### src/rtl/bp_be_pkg.sv
// Shared backend types for the long-latency sequencer.
package bp_be_pkg;

   typedef enum logic [1:0] {
      e_long_idle  = 2'd0,
      e_long_start = 2'd1,
      e_long_busy  = 2'd2,
      e_long_wb    = 2'd3
   } bp_be_long_state_e;

   localparam int unsigned long_req_int_lp = 0;
   localparam int unsigned long_req_fp_lp  = 1;

endpackage

### src/rtl/bp_be_long_rr_arb.sv
// Two-way round-robin arbiter; the pointer moves only when a grant is issued.
module bp_be_long_rr_arb
   import bp_be_pkg::*;
(
   input  logic       clk_i,
   input  logic       reset_n_i,
   input  logic       en_i,
   input  logic [1:0] req_i,
   output logic [1:0] gnt_o
);

   // prio_fp_q=1 means the FP requester wins the next tie; reset favours integer.
   logic prio_fp_q, prio_fp_d;

   always_comb begin
      gnt_o = 2'b00;
      if (en_i) begin
         unique case (req_i)
            2'b01:   gnt_o = 2'b01;
            2'b10:   gnt_o = 2'b10;
            2'b11:   gnt_o = prio_fp_q ? 2'b10 : 2'b01;
            default: gnt_o = 2'b00;
         endcase
      end
   end

   always_comb begin
      prio_fp_d = prio_fp_q;
      if (gnt_o[long_req_int_lp])
         prio_fp_d = 1'b1;
      else if (gnt_o[long_req_fp_lp])
         prio_fp_d = 1'b0;
   end

   always_ff @(posedge clk_i or negedge reset_n_i) begin
      if (!reset_n_i) prio_fp_q <= 1'b0;
      else            prio_fp_q <= prio_fp_d;
   end

endmodule

### src/rtl/bp_be_long_sequencer.sv
// Sequencer for the shared iterative div/sqrt unit: arbitration, launch,
// in-flight hazard tracking, writeback hold, flush and hang watchdog.
//
// state | meaning
// IDLE  | waiting for a long op; ready granted here only
// START | one-cycle launch pulse to the unit, watchdog cleared
// BUSY  | unit iterating; watchdog counting, poison recorded
// WB    | result held on the writeback port until accepted
module bp_be_long_sequencer
   import bp_be_pkg::*;
#(
   parameter int reg_addr_width_p = 5,
   parameter int timeout_p        = 128
)
(
   input  logic                        clk_i,
   input  logic                        reset_n_i,
   input  logic                        int_v_i,
   input  logic [reg_addr_width_p-1:0] int_rd_addr_i,
   output logic                        int_ready_o,
   input  logic                        fp_v_i,
   input  logic [reg_addr_width_p-1:0] fp_rd_addr_i,
   output logic                        fp_ready_o,
   input  logic                        poison_i,
   output logic                        unit_start_o,
   output logic                        unit_fp_o,
   input  logic                        unit_done_i,
   output logic                        wb_v_o,
   input  logic                        wb_ready_i,
   output logic [reg_addr_width_p-1:0] wb_rd_addr_o,
   output logic                        wb_fp_o,
   output logic                        long_busy_o,
   output logic                        haz_v_o,
   output logic [reg_addr_width_p-1:0] haz_rd_addr_o,
   output logic                        haz_fp_o,
   output logic                        err_o
);

   localparam int cnt_width_p = $clog2(timeout_p + 1);
   localparam logic [cnt_width_p-1:0] cnt_max_lp = cnt_width_p'(timeout_p);

   bp_be_long_state_e             state_q, state_d;
   logic                          poisoned_q, poisoned_d;
   logic [cnt_width_p-1:0]        cnt_q, cnt_d;
   logic [reg_addr_width_p-1:0]   rd_q, rd_d;
   logic                          fp_q, fp_d;
   logic                          err_q, err_d;

   logic       arb_en;
   logic [1:0] arb_gnt;

   assign arb_en = (state_q == e_long_idle) & ~poison_i;

   bp_be_long_rr_arb u_arb (
      .clk_i     (clk_i),
      .reset_n_i (reset_n_i),
      .en_i      (arb_en),
      .req_i     ({fp_v_i, int_v_i}),
      .gnt_o     (arb_gnt)
   );

   assign int_ready_o = arb_gnt[long_req_int_lp];
   assign fp_ready_o  = arb_gnt[long_req_fp_lp];

   always_comb begin
      state_d    = state_q;
      poisoned_d = poisoned_q;
      cnt_d      = cnt_q;
      rd_d       = rd_q;
      fp_d       = fp_q;
      err_d      = err_q;
      unique case (state_q)
         e_long_idle: begin
            if (|arb_gnt) begin
               rd_d       = arb_gnt[long_req_fp_lp] ? fp_rd_addr_i : int_rd_addr_i;
               fp_d       = arb_gnt[long_req_fp_lp];
               poisoned_d = 1'b0;
               state_d    = e_long_start;
            end
         end
         e_long_start: begin
            cnt_d = '0;
            if (poison_i) poisoned_d = 1'b1;
            state_d = e_long_busy;
         end
         e_long_busy: begin
            if (poison_i) poisoned_d = 1'b1;
            if (cnt_q != cnt_max_lp) cnt_d = cnt_q + cnt_width_p'(1);
            if (!unit_done_i && (cnt_d == cnt_max_lp)) err_d = 1'b1;
            // A flush arriving with done still drops the result.
            if (unit_done_i)
               state_d = (poisoned_q | poison_i) ? e_long_idle : e_long_wb;
         end
         e_long_wb: begin
            if (wb_ready_i) state_d = e_long_idle;
         end
         default: state_d = e_long_idle;
      endcase
   end

   always_ff @(posedge clk_i or negedge reset_n_i) begin
      if (!reset_n_i) begin
         state_q    <= e_long_idle;
         poisoned_q <= 1'b0;
         cnt_q      <= '0;
         rd_q       <= '0;
         fp_q       <= 1'b0;
         err_q      <= 1'b0;
      end else begin
         state_q    <= state_d;
         poisoned_q <= poisoned_d;
         cnt_q      <= cnt_d;
         rd_q       <= rd_d;
         fp_q       <= fp_d;
         err_q      <= err_d;
      end
   end

   assign long_busy_o   = (state_q != e_long_idle);
   assign unit_start_o  = (state_q == e_long_start);
   assign unit_fp_o     = fp_q & long_busy_o;
   assign wb_v_o        = (state_q == e_long_wb);
   assign wb_rd_addr_o  = rd_q;
   assign wb_fp_o       = fp_q;
   assign haz_v_o       = long_busy_o & ~poisoned_q & ~(wb_v_o & wb_ready_i);
   assign haz_rd_addr_o = rd_q;
   assign haz_fp_o      = fp_q;
   assign err_o         = err_q;

endmodule

### config.mk
export PLATFORM = sky130hd
export DESIGN_NAME = bp_be_long_sequencer
export DESIGN_NICKNAME = d
export VERILOG_FILES = /design/src/rtl/bp_be_pkg.sv /design/src/rtl/bp_be_long_rr_arb.sv /design/src/rtl/bp_be_long_sequencer.sv
export SDC_FILE = /design/constraint.sdc
export NUM_CORES = 1
export LEC_CHECK = 0
export CORE_MARGIN = 2
export CORE_UTILIZATION = 40
export DETAILED_ROUTE_END_ITERATION = 12
export PLACE_DENSITY = 0.72
export SLEW_MARGIN = 20
export SYNTH_ARGS = -nofsm -noshare
export SYNTH_HDL_FRONTEND = slang
export SYNTH_SLANG_ARGS = --single-unit
### constraint.sdc
create_clock -name clk_i -period 1.7 [get_ports clk_i]
set_input_delay 0.17 -clock clk_i [delete_from_list [all_inputs] [get_ports clk_i]]
set_output_delay 0.17 -clock clk_i [all_outputs]
set_load 0.005 [all_outputs]
## After elaboration in Yosys (flattened, before gate mapping)

Index checks and enable logic that the tools add are counted.
Widths: inputs -> output; s select.

| word-level totals | value |
|---|---|
| output and inout bits | 20 |
| bits of input ports | 17 |
| bits in registers | 19 |
| word-level logic and storage cells | 59 |

| cells by class | value |
|---|---|
| multiplexer cells | 17 |
| eq/ne operators | 12 |
| $add $sub $neg | 1 |
| bitwise logic cells | 9 |
| reductions and logical operators | 13 |

Operator list:

| cell | count |
|---|---|
| $mux 8 | 2 |
| $pmux 8 s2 | 1 |
| $mux 2 | 6 |
| $add 8x1->8 const B | 1 |
| $eq 2x2->1 const B | 4 |
| $eq 8x8->1 const B | 1 |
| $ne 8x8->1 const B | 1 |
| $pmux 2 s4 | 1 |
| $reduce_bool 2->1 | 4 |
| $ne 2x1->1 const B | 3 |
| $pmux 2 s3 | 1 |
| $reduce_and 3->1 | 2 |
| $and 1x1->1 | 5 |
| $mux 5 | 1 |
| $eq 2x1->1 const B | 2 |
| $mux 1 | 4 |
| $reduce_and 2->1 | 2 |
| $reduce_or 2->1 | 2 |
| $not 1->1 | 3 |
| $logic_not 2->1 | 1 |
| $ne 2x2->1 const B | 1 |
| $pmux 1 s2 | 1 |
| $logic_and 1x1->1 | 1 |
| $logic_not 1->1 | 1 |
| $or 1x1->1 | 1 |

## Longest topological paths before layout

| logic depth | value |
|---|---|
| depth after elaboration | 6 |
| mapped depth | 7 |
| mapped depth without buffers | 6 |

## Cells and area by module

Synthesis repeated with hierarchy kept, for this count alone.

| second synthesis, totals | value |
|---|---|
| cells, all modules | 137 |
| area total of the unflattened synthesis | 1238.7 µm² |

By module, submodules not included:

| module | area an instance (µm²) | cells each | instances | seq. area each (µm²) |
|---|---|---|---|---|
| bp_be_long_sequencer | 1169.9 | 128 | 1 | 450.4 |
| bp_be_long_rr_arb | 68.8 | 9 | 1 | 25.0 |

## Worst setup path after synthesis

No wires, ideal clock.

| path | value |
|---|---|
| path type | reg2reg |
| from | register cnt_q[0] |
| to | register cnt_q[4] |
| arrival time | 1.611 ns |
| setup slack | -0.036 ns |
| setup time | 0.125 ns |
| buffers on the path | 0 |
| period minus slack after synthesis | 1.736 ns |
| required time | 1.575 ns |
| stages on the path, launching flop included | 7 |
| cells stage by stage | dfrtp_1 -> inv_1 -> ha_1 -> or4b_4 -> o21ai_2 -> nor2_1 -> mux2_2 |

| between the ends | value |
|---|---|
| longest elaborated chain between the ends | 4 |
| elaborated cells on any way between the ends | 5 |
| classes of those cells | 1 x add/sub; 1 x eq/ne; 3 x mux |

Ends and longest elaborated chain:

| what | line | RTL |
|---|---|---|
| start, declared | bp_be_long_sequencer.sv:44 | `logic [cnt_width_p-1:0] cnt_q, cnt_d;` |
| start signal, assigned | bp_be_long_sequencer.sv:112 | `cnt_q <= cnt_d;` |
| $add 8x1->8 or $ne 8x8->1 (tied branches) | bp_be_long_sequencer.sv:88 | `if (cnt_q != cnt_max_lp) cnt_d = cnt_q + cnt_width_p'(1);` |
| $mux 8 (*) | bp_be_long_sequencer.sv:88 |  |
| $mux 8 (*) | bp_be_long_sequencer.sv:72 | `unique case (state_q)` |
| $pmux 8 s2 (*) | bp_be_long_sequencer.sv:72 |  |

Every way passes the cells marked *; elsewhere a longest branch is shown, timed or not. The select of a mux whose other input is x is not followed.
A chain may end at the register's enable or synchronous reset.

## Worst setup path after layout

Same ends and word-level chain as after synthesis.

==> summary.md <==
| Metric | Value |
|---|---|
| Synthesized cell area | `0.001275 mm²` |
| Final Hold Vio Count | `0` |
| Clock root buffer master | `sky130_fd_sc_hd__clkbuf_4` |
| Worst rel slew slack | `71.65%` |
| Final critical-path setup slack | `-0.02185 ns` |
| Largest clock skew in the final design | `0.005669 ns` |
| Type of destination of the critical path | `register` |
| Worst Hold Class | `in2async` |
| Violated checks | `negative setup slack` |
| Hold-fix buffer count after cts | `0` |
| Largest buffer count on any clock path | `2` |
| Post-synth net total | `163` |
| Total DRC errors in the routed layout | `0` |
| Hold Slack | `0.1478 ns` |
| Total leakage power | `0.8561 nW` |
| H-tree depth reported by CTS | `1` |
| Share of post-route cells with drive strength above 1 | `32.32%` |
| Layout overhead on the synthesized area | `51.42%` |
| Main synth FF type | `sky130_fd_sc_hd__dfrtp_1` |
| Total vias in the final route | `1244` |
| Num Clock Sinks | `19` |
| Vias in the first global route | `1129` |
| Wire length of the first global-routing pass | `5.126 mm` |
| Inst Count DP | `233` |
| Vertical extent of the die | `60.46 µm` |
| Run status | `finished with violations` |
| Yosys Warn Count | `0` |
| Placement-stage worst setup slack | `-0.07813 ns` |
| Async set-reset flop share out of synthesis | `100.0%` |
| Largest net degree at the start of global routing | `13` |
| Cell count after synthesis | `139` |
| Synth unique cells | `48` |
| Setup TNS after final layout | `-0.02185 ns` |
| Type of the setup path with the least slack | `reg2reg` |
| Number of max-cap violations | `0` |
| Final Net Count | `223` |
| Number of synthesized flops with an enable pin | `0` |
| Via count normalized by instance count | `5.140` |
| Max frequency | `580.8 MHz` |
| Final worst path period need | `1.722 ns` |
| Average instance area after synthesis | `9.172 µm²` |
| Unrepaired setup endpoints after global routing | `yes` |
| Routability congestion estimate | `0.8995` |
| Endpoints failing setup | `1` |
| Fill cell instance count of the final layout | `264` |
| First-pass iteration count of the detailed router | `4` |
| Boundary pin count | `37` |
| Worst path required time | `1.91 ns` |
| Total track usage | `19.00%` |
| Worst setup startpoint | `cnt_q[0]` |
| Final critical-path share of the clock period | `101.3%` |
| Cts bufs inserted | `3` |
| TritonCTS clock tree | `built` |
| Detail Placement HPWL | `2.540 mm` |
| Horizontal extent of the die | `60.46 µm` |
| Antenna fix cells | `0` |
| Layout Cells excl Fill | `242` |
| Area of the multi-input gates | `747.0 µm²` |
| Effective utilization at floorplan | `41.76%` |
| Core footprint | `0.003053 mm²` |
| Largest fanout on the critical path | `4` |
| Area of the die | `0.003655 mm²` |
| Worst VDD drop | `1000 µV` |
| Insertion delay to the later sink of the worst-skew pair | `0.31 ns` |
| Flip-flop and latch count after synthesis | `19` |
| Reg-to-reg critical path startpoint | `cnt_q[0]` |
| Critical path arrival | `1.93 ns` |
| Total wire length | `3.283 mm` |
| Sequential Area | `476.7 µm²` |
| Type of origin of the critical path | `register` |
| Number of DRC markers in iteration 0 | `38` |
| Number of max-slew violations in the final report | `0` |
| Reg clk slew, reported paths | `0.12 ns` |
| Standard-cell row count | `20` |
| Initial antenna violation count | `0` |
| Number of buffers inserted by port buffering | `36` |
| Wire per inst | `13.57 µm` |
| Sequential cell area fraction in the yosys report | `37.29%` |
| Power per Cell Area | `1295 mW/mm²` |
| Worst Max-Slew Pin Slew | `0.4239 ns` |
| Global route total overflow | `0` |
| Remaining antenna violation count | `0` |
[layer usage]
metal,global-route usage [%],vias up,share of wire (%)
li1,-,607,-
met1,25.40,592,45
met2,30.75,39,49
met3,2.132,6,4.6
met4,9.317,0,1.6
met5,0,-,0
[cell usage after synthesis (2+ instances only)]
library cell	count	area [µm²]
sky130_fd_sc_hd__a2111oi_0	2	17.52
sky130_fd_sc_hd__a22o_1	2	17.52
sky130_fd_sc_hd__nand3_1	5	25.02
sky130_fd_sc_hd__mux2i_1	5	50.05
sky130_fd_sc_hd__or3_1	2	12.51
sky130_fd_sc_hd__mux2_2	2	22.52
sky130_fd_sc_hd__dfrtp_1	19	475.5
sky130_fd_sc_hd__a21oi_1	4	20.02
sky130_fd_sc_hd__nand2b_1	2	12.51
sky130_fd_sc_hd__ha_1	7	87.58
sky130_fd_sc_hd__clkbuf_1	2	7.510
sky130_fd_sc_hd__buf_4	7	52.55
sky130_fd_sc_hd__inv_1	11	41.29
sky130_fd_sc_hd__o21ai_0	14	70.07
sky130_fd_sc_hd__xnor2_1	2	17.52
sky130_fd_sc_hd__nor3_1	2	10.01
sky130_fd_sc_hd__nand2_1	14	52.55
sky130_fd_sc_hd__nor2_1	6	22.52
sky130_fd_sc_hd__nor2b_1	2	12.51
[worst max-delay path: stages, from the launching register on]
cell and delay (ns):
sky130_fd_sc_hd__dfrtp_2 0.45, sky130_fd_sc_hd__inv_2 0.08, sky130_fd_sc_hd__ha_4 0.11, sky130_fd_sc_hd__or4b_4 0.49, sky130_fd_sc_hd__o21ai_2 0.18, sky130_fd_sc_hd__nor2_1 0.06
sky130_fd_sc_hd__mux2_4 0.25
[final timing paths]
check,end,slack [ns],cells after the start
hold reg to reg,haz_rd_addr_o[4],0.51,2
setup reg to reg,cnt_q[4],-0.02,6
min in group clk_i,haz_rd_addr_o[4],0.49,3
max in group asynchronous,state_q[1],1.03,2
setup / recovery,cnt_q[4],-0.02,6
hold / removal,cnt_q[0],0.15,1
[through the flow]
stage | util (%) | instance area [µm²] | power [mW]
6_report | 63.24 | 1931 | 2.500
4_1_cts | 61.23 | 1869 | 2.445
5_1_grt | 63.24 | 1931 | 2.714
3_3_place_gp | 59.14 | 1805 | 2.136
2_1_floorplan | - | 1279 | 1.442
3_5_place_dp | 59.14 | 1805 | 2.180
[report_power, final]
| group | internal (mW) | switching [mW] | total, mW |
|---|---|---|---|
| combinational | 0.875 | 0.694 | 1.57 |
| sequential | 0.582 | 0.104 | 0.685 |
| clock | 0.0878 | 0.157 | 0.245 |
| total | 1.54 | 0.955 | 2.50 |
[layout by cell type, fill, tap and decap left out, types with 4 or more instances in the layout]
master                            Yosys  routed
sky130_fd_sc_hd__clkdlybuf4s50_1      0      29
sky130_fd_sc_hd__nand3_1              5       4
sky130_fd_sc_hd__buf_4                7      28
sky130_fd_sc_hd__nor2_1               6       5
sky130_fd_sc_hd__nand2_1             14      13
sky130_fd_sc_hd__inv_1               11       6
sky130_fd_sc_hd__dfrtp_1             19      18
sky130_fd_sc_hd__inv_2                0       5
sky130_fd_sc_hd__mux2i_1              5       5
sky130_fd_sc_hd__o21ai_0             14      13
sky130_fd_sc_hd__ha_1                 7       5
[timing repair]
action                     in CTS  in global routing
resized for setup              24                 14
pin swaps                       5                  5
setup endpoints to repair      10                 13
hold endpoints to repair        0                  0
buffers inserted                2                  3
[logic make-up (layout without fill, tap and decap cells)]
group | Yosys count | in the layout | share of synthesized area (%)
adder cells (fa/ha/maj) | 7 | 7 | 6.869
multiplexers | 7 | 7 | 5.692
flip-flops | 19 | 19 | 37.29
buffers and inverters | 22 | 81 | 9.225
XOR/XNOR | 3 | 3 | 2.061
AND/OR/NAND/NOR | 41 | 41 | 16.98
AO/OA/AOI/OAI | 40 | 40 | 21.89
[sequential cells by signal, indices dropped and copies added, names as in the netlist]
register         count
haz_fp_o             1
state_q              2
haz_rd_addr_o        5
cnt_q                8
poisoned_q           1
err_o                1
u_arb.prio_fp_q      1
[final cells by class]
cell class | count | area share [%]
well taps | 44 | 2.852
clock buffers | 3 | 1.167
multi-input cells | 98 | 38.69
repair buffers | 66 | 30.20
clock inverters | 1 | 0.2592
inverters | 11 | 2.139
flip-flops and latches | 19 | 24.69
No activity file was read; power rests on OpenSTA's default activity.
